**config.mk**
```make
export PLATFORM = sky130hd
export DESIGN_NAME = sseg_scan_driver
export DESIGN_NICKNAME = d
export VERILOG_FILES = /design/src/rtl/sseg_pkg.sv /design/src/rtl/sseg_scan_driver_bin2bcd_seq.sv /design/src/rtl/sseg_scan_driver.sv
export SDC_FILE = /design/constraint.sdc
export NUM_CORES = 1
export LEC_CHECK = 0
export CAP_MARGIN = 20
export CORE_MARGIN = 2
export CORE_UTILIZATION = 54
export DETAILED_ROUTE_END_ITERATION = 7
export PLACE_DENSITY = 0.77
export REMOVE_ABC_BUFFERS = 1
export SKIP_LAST_GASP = 1
export SLEW_MARGIN = 15
export SYNTH_ARGS = -nofsm -noshare
export SYNTH_HDL_FRONTEND = slang
export SYNTH_SLANG_ARGS = --single-unit
```
**constraint.sdc**
```tcl
create_clock -name clk -period 2.4 [get_ports clk]
set_input_delay 0.36 -clock clk [delete_from_list [all_inputs] [get_ports clk]]
set_output_delay 0.36 -clock clk [all_outputs]
set_load 0.03 [all_outputs]
```
**src/rtl/sseg_pkg.sv**
```systemverilog
// sseg_pkg: shared types and constants for the 7-segment scan driver.
//   seg_t        - active-low segment vector, order {g,f,e,d,c,b,a}
//   SEG_OFF      - all segments dark (blank digit)
//   SEG_DASH     - middle bar only, shown on every digit when the value
//                  does not fit the display
//   SEG_0..SEG_F - hex glyphs
//   b2b_state_t  - state of the sequential binary-to-BCD engine
//   hex_to_seg   - nibble to glyph lookup
//   bcd_regw     - width of the BCD register for a given digit count
package sseg_pkg;

  typedef logic [6:0] seg_t;

  localparam seg_t SEG_OFF  = 7'b1111111;
  localparam seg_t SEG_DASH = 7'b0111111;

  localparam seg_t SEG_0 = 7'b1000000;
  localparam seg_t SEG_1 = 7'b1111001;
  localparam seg_t SEG_2 = 7'b0100100;
  localparam seg_t SEG_3 = 7'b0110000;
  localparam seg_t SEG_4 = 7'b0011001;
  localparam seg_t SEG_5 = 7'b0010010;
  localparam seg_t SEG_6 = 7'b0000010;
  localparam seg_t SEG_7 = 7'b1111000;
  localparam seg_t SEG_8 = 7'b0000000;
  localparam seg_t SEG_9 = 7'b0010000;
  localparam seg_t SEG_A = 7'b0001000;
  localparam seg_t SEG_B = 7'b0000011;
  localparam seg_t SEG_C = 7'b1000110;
  localparam seg_t SEG_D = 7'b0100001;
  localparam seg_t SEG_E = 7'b0000110;
  localparam seg_t SEG_F = 7'b0001110;

  typedef enum logic {
    B2B_IDLE  = 1'b0,
    B2B_SHIFT = 1'b1
  } b2b_state_t;

  function automatic seg_t hex_to_seg(input logic [3:0] nib);
    seg_t s;
    case (nib)
      4'h0: s = SEG_0;
      4'h1: s = SEG_1;
      4'h2: s = SEG_2;
      4'h3: s = SEG_3;
      4'h4: s = SEG_4;
      4'h5: s = SEG_5;
      4'h6: s = SEG_6;
      4'h7: s = SEG_7;
      4'h8: s = SEG_8;
      4'h9: s = SEG_9;
      4'hA: s = SEG_A;
      4'hB: s = SEG_B;
      4'hC: s = SEG_C;
      4'hD: s = SEG_D;
      4'hE: s = SEG_E;
      default: s = SEG_F;
    endcase
    return s;
  endfunction

  function automatic int bcd_regw(input int n_digits);
    return 4 * n_digits;
  endfunction

endpackage

```
**src/rtl/sseg_scan_driver_bin2bcd_seq.sv**
```systemverilog
// bin2bcd_seq: sequential double-dabble converter, one input bit per cycle.
//   clk, reset : clock, synchronous active-high reset (aborts a conversion)
//   start      : begin converting bin; ignored while busy
//   bin        : binary input, sampled on the start edge
//   busy       : high for exactly WIDTH cycles after the start edge; this is
//                the engine state (B2B_SHIFT) made visible
//   done       : high during the last busy cycle; bcd/ovf carry the final
//                result in that cycle, so a consumer registering them on
//                this edge updates on the same edge busy falls
//   bcd        : converted result, valid while done
//   ovf        : a 1 was shifted out of the top BCD bit (value too large)
module bin2bcd_seq
  import sseg_pkg::*;
#(
  parameter int WIDTH    = 16,
  parameter int N_DIGITS = 8
) (
  input  logic                          clk,
  input  logic                          reset,
  input  logic                          start,
  input  logic [WIDTH-1:0]              bin,
  output logic                          busy,
  output logic                          done,
  output logic [bcd_regw(N_DIGITS)-1:0] bcd,
  output logic                          ovf
);

  localparam int BW = bcd_regw(N_DIGITS);
  localparam int CW = (WIDTH > 1) ? $clog2(WIDTH) : 1;

  b2b_state_t     state_q, state_n;
  logic [CW-1:0]    cnt_q, cnt_n;
  logic [WIDTH-1:0] sh_q, sh_n;
  logic [BW-1:0]    bcd_q, bcd_n;
  logic             ovf_q, ovf_n;

  logic [BW-1:0]    adj;
  logic [BW-1:0]    shifted;
  logic             carry_out;
  logic             last;

  // Add-3 to every digit >= 5, then shift the next input bit in at the LSB.
  always_comb begin
    adj = bcd_q;
    for (int i = 0; i < N_DIGITS; i++) begin
      if (bcd_q[i*4 +: 4] >= 4'd5) adj[i*4 +: 4] = bcd_q[i*4 +: 4] + 4'd3;
    end
    shifted   = {adj[BW-2:0], sh_q[WIDTH-1]};
    carry_out = adj[BW-1];
  end

  assign last = (state_q == B2B_SHIFT) && (cnt_q == CW'(WIDTH - 1));
  assign busy = (state_q == B2B_SHIFT);
  assign done = last;
  assign bcd  = shifted;
  assign ovf  = ovf_q | carry_out;

  always_comb begin
    state_n = state_q;
    cnt_n   = cnt_q;
    sh_n    = sh_q;
    bcd_n   = bcd_q;
    ovf_n   = ovf_q;
    case (state_q)
      B2B_IDLE: begin
        if (start) begin
          state_n = B2B_SHIFT;
          cnt_n   = '0;
          sh_n    = bin;
          bcd_n   = '0;
          ovf_n   = 1'b0;
        end
      end
      default: begin
        sh_n  = sh_q << 1;
        bcd_n = shifted;
        ovf_n = ovf_q | carry_out;
        cnt_n = cnt_q + CW'(1);
        if (last) state_n = B2B_IDLE;
      end
    endcase
  end

  always_ff @(posedge clk) begin
    if (reset) begin
      state_q <= B2B_IDLE;
      cnt_q   <= '0;
      sh_q    <= '0;
      bcd_q   <= '0;
      ovf_q   <= 1'b0;
    end else begin
      state_q <= state_n;
      cnt_q   <= cnt_n;
      sh_q    <= sh_n;
      bcd_q   <= bcd_n;
      ovf_q   <= ovf_n;
    end
  end

endmodule

```
**src/rtl/sseg_scan_driver.sv**
```systemverilog
// sseg_scan_driver: N-digit multiplexed 7-segment driver, hex or decimal.
//   clk, reset : clock, synchronous active-high reset
//   value      : binary value to display
//   load       : capture value and dec_mode (ignored while busy)
//   dec_mode   : 0 = show hex nibbles, 1 = convert to decimal first
//   busy       : decimal conversion in progress
//   overflow   : displayed value does not fit; all digits show a dash
//   anodes     : active-low one-hot digit enable, anodes[0] = least significant
//   segments   : active-low {g,f,e,d,c,b,a}
// Each digit stays enabled for REFRESH_CYCLES clocks. anodes/segments are
// registered, so they trail a change of digit index or display by one cycle.
// Build option SSEG_LEADING_ZERO_BLANK_EN: digits above the most significant
// non-zero digit are blanked (digit 0 never is; no effect while overflow).
module sseg_scan_driver
  import sseg_pkg::*;
#(
  parameter int WIDTH          = 16,
  parameter int N_DIGITS       = 8,
  parameter int REFRESH_CYCLES = 100000
) (
  input  logic                clk,
  input  logic                reset,
  input  logic [WIDTH-1:0]    value,
  input  logic                load,
  input  logic                dec_mode,
  output logic                busy,
  output logic                overflow,
  output logic [N_DIGITS-1:0] anodes,
  output logic [6:0]          segments
);

  localparam int BW = bcd_regw(N_DIGITS);
  localparam int PW = (REFRESH_CYCLES > 1) ? $clog2(REFRESH_CYCLES) : 1;
  localparam int IW = (N_DIGITS > 1) ? $clog2(N_DIGITS) : 1;
  localparam int EW = WIDTH + BW;

  logic [BW-1:0]       disp_q;
  logic                ovf_q;
  logic [PW-1:0]       presc_q;
  logic [IW-1:0]       idx_q;
  logic [N_DIGITS-1:0] anodes_q;
  seg_t                seg_q;

  logic                conv_start;
  logic                conv_done;
  logic                conv_ovf;
  logic [BW-1:0]       conv_bcd;

  // Zero-extended copy: nibbles above WIDTH read 0, bits above the display
  // width flag a hex overflow.
  logic [EW-1:0]       val_ext;
  logic                hex_ovf;
  logic                hex_load;
  seg_t                glyph_n;
  logic [3:0]          cur_nib;

  assign val_ext    = EW'(value);
  assign hex_ovf    = |(val_ext >> BW);
  assign conv_start = load && !busy && dec_mode;
  assign hex_load   = load && !busy && !dec_mode;

  bin2bcd_seq #(
    .WIDTH   (WIDTH),
    .N_DIGITS(N_DIGITS)
  ) u_bin2bcd (
    .clk  (clk),
    .reset(reset),
    .start(conv_start),
    .bin  (value),
    .busy (busy),
    .done (conv_done),
    .bcd  (conv_bcd),
    .ovf  (conv_ovf)
  );

  always_comb begin
    cur_nib = disp_q[{idx_q, 2'b00} +: 4];
    glyph_n = hex_to_seg(cur_nib);
`ifdef SSEG_LEADING_ZERO_BLANK_EN
    if ((idx_q != '0) && ((disp_q >> {idx_q, 2'b00}) == '0)) glyph_n = SEG_OFF;
`endif
    if (ovf_q) glyph_n = SEG_DASH;
  end

  always_ff @(posedge clk) begin
    if (reset) begin
      disp_q   <= '0;
      ovf_q    <= 1'b0;
      presc_q  <= '0;
      idx_q    <= '0;
      anodes_q <= ~N_DIGITS'(1);
      seg_q    <= SEG_0;
    end else begin
      if (conv_done) begin
        disp_q <= conv_bcd;
        ovf_q  <= conv_ovf;
      end else if (hex_load) begin
        disp_q <= val_ext[BW-1:0];
        ovf_q  <= hex_ovf;
      end

      if (presc_q == PW'(REFRESH_CYCLES - 1)) begin
        presc_q <= '0;
        if (idx_q == IW'(N_DIGITS - 1)) idx_q <= '0;
        else                            idx_q <= idx_q + IW'(1);
      end else begin
        presc_q <= presc_q + PW'(1);
      end

      anodes_q <= ~(N_DIGITS'(1) << idx_q);
      seg_q    <= glyph_n;
    end
  end

  assign overflow = ovf_q;
  assign anodes   = anodes_q;
  assign segments = seg_q;

endmodule

```
==> results of run 1 <==
[flip-flops by register name (all words and copies together) (netlist names), 3 cells and up]
signal and cells:
disp_q 32, u_bin2bcd.bcd_q 32, presc_q 17, u_bin2bcd.sh_q 16
anodes 8, segments 7, u_bin2bcd.cnt_q 4, idx_q 3
[worst max path at each step]
stage                              start                 endpoint  slack, ns  cells after the start
5_1_grt            idx_q[1]$_SDFFE_PP0N_   segments[3]$_SDFF_PP0_      0.002                      6
3_3_place_gp       idx_q[0]$_SDFFE_PP0N_   segments[3]$_SDFF_PP0_       0.18                      7
4_1_cts            idx_q[0]$_SDFFE_PP0N_   segments[3]$_SDFF_PP0_       0.06                      7
3_5_place_dp       idx_q[0]$_SDFFE_PP0N_   segments[3]$_SDFF_PP0_       0.08                      7
6_report           idx_q[0]$_SDFFE_PP0N_   segments[3]$_SDFF_PP0_       0.13                      6
2_1_floorplan  u_bin2bcd.busy$_SDFF_PP0_  disp_q[11]$_SDFFE_PP0P_      -1.45                      4
[layout make-up]
cell class | count | area share
tap | 140 | 0.02506
timing repair buffer | 56 | 0.07321
inverter | 28 | 0.01503
multi-input combinational | 482 | 0.4537
clock inverter | 9 | 0.01718
clock buffer | 22 | 0.06623
sequential | 122 | 0.3496
[layer usage]
metal	wire length (µm)	part of all wire	vias up	track usage
met5	0	0	-	0
met4	171	0.013	0	0.07418
met1	6277	0.46	2367	0.3173
li1	-	-	2416	-
met3	589	0.043	17	0.05365
met2	6603	0.48	119	0.3871
[power by group]
group / switching (µW) / internal (µW) / leakage, µW / total [µW]
clock: 873 / 1650 / 0.000294 / 2520
sequential: 28.1 / 2070 / 0.000988 / 2100
combinational: 196 / 131 / 0.00140 / 326
[per-stage QoR]
step | utilization | instances | power [µW]
floorplan | - | 632 | 2303
finish | 0.6506 | 859 | 4943
detailed placement | 0.5939 | 825 | 2462
global placement | 0.5939 | 825 | 2450
global route | 0.6506 | 859 | 5095
CTS | 0.6481 | 856 | 4968
[placed cells by master (no fill, tap or decap), types with 3 or more instances in the layout]
| cell | netlist | final |
|---|---|---|
| xnor2_1 | 15 | 15 |
| a211oi_1 | 16 | 16 |
| mux2i_1 | 21 | 21 |
| clkinv_2 | 0 | 6 |
| nor2_1 | 102 | 102 |
| mux2_2 | 10 | 10 |
| a221oi_1 | 4 | 4 |
| nand3_1 | 10 | 10 |
| nand2b_1 | 15 | 15 |
| nand2_1 | 51 | 51 |
| nor3b_1 | 13 | 12 |
| and3_1 | 17 | 17 |
| nor2b_1 | 4 | 4 |
| a22oi_1 | 29 | 29 |
| ha_1 | 31 | 31 |
| inv_1 | 26 | 25 |
| o21ai_0 | 9 | 9 |
| clkdlybuf4s50_1 | 0 | 35 |
| nor3_1 | 14 | 14 |
| nand4_1 | 6 | 6 |
| bufinv_16 | 0 | 3 |
| or3_1 | 3 | 3 |
| or2_2 | 3 | 3 |
| buf_4 | 0 | 20 |
| inv_2 | 2 | 3 |
| a2bb2oi_1 | 5 | 5 |
| dfxtp_1 | 122 | 121 |
| a31oi_1 | 3 | 3 |
| clkbuf_16 | 0 | 16 |
| mux4_2 | 7 | 7 |
| xor2_1 | 7 | 7 |
| a21oi_1 | 72 | 72 |
| clkbuf_8 | 0 | 4 |
[cells by family (layout without fill, tap and decap cells)]
group / Yosys count / count (layout) / synth area share
simple gates: 241 / 241 / 0.1889
compound gates: 146 / 146 / 0.1556
flops: 122 / 122 / 0.4149
buf+inv: 68 / 115 / 0.04718
mux: 42 / 42 / 0.09479
fa+ha+maj: 31 / 31 / 0.06589
xor+xnor: 22 / 22 / 0.03273
[worst max-delay path: stages, from the launching register on]
cell	delay (ns)
dfxtp_1	0.37
mux4_2	0.51
mux2_2	0.36
inv_2	0.12
ha_1	0.25
or2_2	0.30
a221oi_1	0.26
[timing repair]
action,in CTS,in global routing
resized for setup,0,2
endpoints found under the setup margin,0,1
buffers inserted,0,3
==> results.md, run 1 <==
* Core Region at 0.01075 mm²
* Clock root buffer: clkbuf_8
* Fin Setup TNS at 0 ns
* Proportion of layout cells with a drive suffix above 1 at 0.1113
* Gp weighted congestion at 0.8639
* Outcome: finished clean
* All-Layer GR Usage at 0.2387
* Layout area overhead at 18.75%
* DR iter-0 viols at 348
* Mean Syn Cell Area at 8.760 µm²
* First-pass GRT wire length at 21960 µm
* Worst-path maximum fanout at 7
* Storage cell area at 0.002444 mm²
* Number of buffers created by CTS at 17
* Io pins at 37
* Max Freq at 0.4407 GHz
* Period utilisation layout at 0.9455
* Vias post-DR at 4919
* Hold-critical path depth at 2
* Slew @ Worst Pin at 0.5551 ns
* Pre-antenna DRT Iters at 5
* Post-Syn Area at 0.005887 mm²
* Slew Limit Fails at 0
* Total routed wirelength at 13640 µm
* Hold Crit Class: primary input to register
* Area occupied by multi-input gates at 0.003172 mm²
* Synth warn at 0
* Synth top area share at 0.4149
* Vias in the first global route at 4496
* Top cell type by total area after synthesis: dfxtp_1
* WL per Instance at 15.88 µm
* Die X-Extent at 108.4 µm
* Most frequent cell after synthesis: dfxtp_1
* ANT nets after route at 0
* Final WS setup at 0.1307 ns
* Setup Viol. Count Final at 0
* Placed Area at 0.006381 mm²
* Nets at 758
* Netlist cell types at 45
* Fillers at 879
* Max clock buf depth at 2
* Yosys reg bits at 122
* IO Port Bufs at 36
* Die ar. at 0.01175 mm²
* RSZ-0062 raised after global routing: false
* Syn Inst Count at 672
* Min Hold Slack at 0.09722 ns
* Synth cell count leaders: 122 x dfxtp_1, 102 x nor2_1, 72 x a21oi_1
* Crit end category: register
* Sequential cell area fraction in the yosys report at 0.4149
* Post-synth EDFFs at 0
* Pwr per Cell Area at 707.1 mW/mm²
* Hold Violations, Final at 0
* DRC at 0
* Antenna fix cells at 0
* Dominant cells by area after synthesis: dfxtp_1 41%, ha_1 6.6%, nor2_1 6.5%
* Asr flop ratio synth at 0
* CP startpoint kind: register
* R2r worst-path depth at 6
* Std-Cell Rows at 38
* Starting Density at 0.5479
* Hold Buf Count CTS at 0
* Lkg Pwr at 0.002687 µW
* Skew final at 0.01307 ns
* Fin area at 0.006990 mm²
* H-tree lvl count at 4
* Initial antenna violation count at 0
* Clock Latency Late Sink at 0.52 ns
* Total grt overflow at 0
* Required @ worst endpoint at 2.83 ns
* Clock Sink Count at 122
* FF-to-FF End: segments[3]$_SDFF_PP0_
* Worst slew margin at 0.6299
* Largest net degree at the start of global routing at 54
* Post-place setup slack at 0.08492 ns
* Worst hold start: reset
* Final HPWL DP at 9093 µm
* Crit path kind: register to register
* Crit path arrival time at 2.70 ns
* Hold endpoint: segments[0]$_SDFF_PP0_
* Max-cap violation count at 0
* Die Span Y at 108.4 µm
* Vias per Instance at 5.726
* Worst-path clk slew at 0.06 ns
* Ys flop type: dfxtp_1
* Reg2reg setup slack at 0.13 ns
* TritonCTS clock tree: done
* Worst r2r src: idx_q[0]$_SDFFE_PP0N_
* Peak supply drop at 0.4267 mV
* Crit path time final at 2.269 ns
(Power assumes the default switching activity.)
==> inputs of run 2 (changes only) <==
--- a/config.mk
+++ b/config.mk
@@ -10,9 +10,9 @@
 export CORE_UTILIZATION = 54
 export DETAILED_ROUTE_END_ITERATION = 7
 export PLACE_DENSITY = 0.77
-export REMOVE_ABC_BUFFERS = 1
 export SKIP_LAST_GASP = 1
 export SLEW_MARGIN = 15
 export SYNTH_ARGS = -nofsm -noshare
 export SYNTH_HDL_FRONTEND = slang
 export SYNTH_SLANG_ARGS = --single-unit
+export TNS_END_PERCENT = 100
==> run 2 against run 1 <==
Utilization up 0.44 points. Combinational power down 2%. Worst hold slack worse by 0.056 ns. Critical endpoint is now busy.
==> results.md, run 2 (synthesis gave the netlist of run 1 again) <==
* Outcome: finished clean
* FF-to-FF End: segments[3]$_SDFF_PP0_
* Proportion of layout cells with a drive suffix above 1 at 0.1105
* ANT nets after route at 0
* Total routed wirelength at 13270 µm
* Die X-Extent at 108.4 µm
* DR iter-0 viols at 503
* WL per Instance at 15.52 µm
* Worst hold start: reset
* Std-Cell Rows at 38
* Vias per Instance at 5.706
* Clock Latency Late Sink at 0.53 ns
* RSZ-0062 raised after global routing: false
* Worst Setup SP: u_bin2bcd.busy$_SDFF_PP0_
* First-pass GRT wire length at 21940 µm
* Biggest regs: disp_q: 32 flops, u_bin2bcd.bcd_q: 32 flops, presc_q: 17 flops
* Pwr per Cell Area at 735.8 mW/mm²
* DRC at 0
* Die ar. at 0.01175 mm²
* Area occupied by multi-input gates at 0.003174 mm²
* Clock root buffer: clkbuf_8
* Worst-path maximum fanout at 34
* Max clock buf depth at 2
* Final HPWL DP at 8904 µm
* Crit path arrival time at 1.95 ns
* Hold-critical path depth at 2
* Worst r2r src: idx_q[1]$_SDFFE_PP0N_
* Required @ worst endpoint at 2.04 ns
* Internal Power at 4061 µW
* IO Port Bufs at 36
* Period utilisation layout at 0.9637
* Post-place setup slack at 0.09307 ns
* Fin Setup TNS at 0 ns
* Comb power frac at 0.062
* Reg2reg setup slack at 0.13 ns
* Hold endpoint: presc_q[6]$_SDFF_PP0_
* Hold Violations, Final at 0
* Layout area overhead at 19.55%
* Worst slew margin at 0.5066
* Die Span Y at 108.4 µm
* Fillers at 855
* TritonCTS clock tree: done
* Clock share of power at 0.533
* CP startpoint kind: register
* Max-cap violation count at 0
* Pre-antenna DRT Iters at 5
* Crit path kind: register to output pin
* Io pins at 37
* Initial antenna violation count at 0
* Final WS setup at 0.08701 ns
* R2r worst-path depth at 6
* Crit end category: output pin
* Starting Density at 0.5479
* Number of buffers created by CTS at 17
* Lkg Pwr at 0.002691 µW
* Crit path time final at 2.313 ns
* Commonest non-fill, non-tap cell in the layout: dfxtp_1
* Largest net degree at the start of global routing at 103
* Vias post-DR at 4879
* Max Freq at 0.4323 GHz
* Antenna fix cells at 0
* Seq pwr share at 0.405
* Core Region at 0.01075 mm²
* All-Layer GR Usage at 0.2384
* Peak supply drop at 0.5378 mV
* H-tree lvl count at 4
* Switch share at 0.2158
* Syn nets at 723
* Total power at 5179 µW
* Slew @ Worst Pin at 0.7394 ns
* Clock Sink Count at 122
* Vias in the first global route at 4641
* Gp weighted congestion at 0.8384
* Commonest cells after routing, fill and taps aside: 121 x dfxtp_1, 101 x nor2_1, 72 x a21oi_1
* Nets at 753
* Hold Crit Class: primary input to register
* NetSw at 1118 µW
* Skew final at 0.009319 ns
* Total grt overflow at 0
* Worst-path clk slew at 0.05 ns
* Slew Limit Fails at 0
* Setup Viol. Count Final at 0
* Storage cell area at 0.002444 mm²
-- run 2: area by class of cell --
cell class,instances,area share
multi-input cells,482,0.4510
well taps,140,0.02489
repair buffers,51,0.06969
clock buffers,20,0.06471
flip-flops and latches,122,0.3472
clock inverters,12,0.02756
inverters,28,0.01493
-- run 2: repair_timing --
action | CTS | global route
buffers inserted | 0 | 2
hold buffers | 0 | 0
resized for setup | 0 | 3
setup endpoints to repair | 0 | 1
-- run 2: per-stage QoR --
step                hold slack, ns  utilization  std cells  cell area (µm²)
CTS                        0.03485       0.6527        853             7013
global route               0.03899       0.6550        855             7038
detailed placement          0.4499       0.5922        821             6364
finish                     0.04142       0.6550        855             7038
global placement            0.4409       0.5922        821             6364
floorplan                   0.4297            -        672             5887
-- run 2: worst max path at each step --
| stage | slack [ns] | to |
|---|---|---|
| after floorplan | 0.06 | segments[3]$_SDFF_PP0_ |
| after global placement | 0.14 | u_bin2bcd.cnt_q[2]$_SDFFE_PP0P_ |
| after detailed placement | 0.09 | segments[3]$_SDFF_PP0_ |
| after CTS | 0.06 | segments[3]$_SDFF_PP0_ |
| after global routing | 0.01 | busy |
| final | 0.09 | busy |
-- run 2: power by group through the flow --
| stage | Clock, µW | Combinational, µW | Sequential [µW] |
|---|---|---|---|
| finish | 2760 | 321 | 2100 |
| global route | 2890 | 348 | 2100 |
| floorplan | 0 | 195 | 2150 |
| CTS | 2790 | 317 | 2100 |
| global placement | 0 | 308 | 2140 |
| detailed placement | 0 | 315 | 2140 |
-- run 2: worst max-delay path, stage by stage (launching register included) --
cell and delay [ns]:
dfxtp_2 0.34, buf_4 0.33, clkdlybuf4s50_1 0.74
-- run 2: per-layer routing --
layer,routed length (µm),track usage,vias to the layer above
met1,6096,0.3109,2314
li1,-,-,2410
met2,6264,0.3795,139
met5,0,0,-
met4,182,0.09158,0
met3,723,0.06088,16
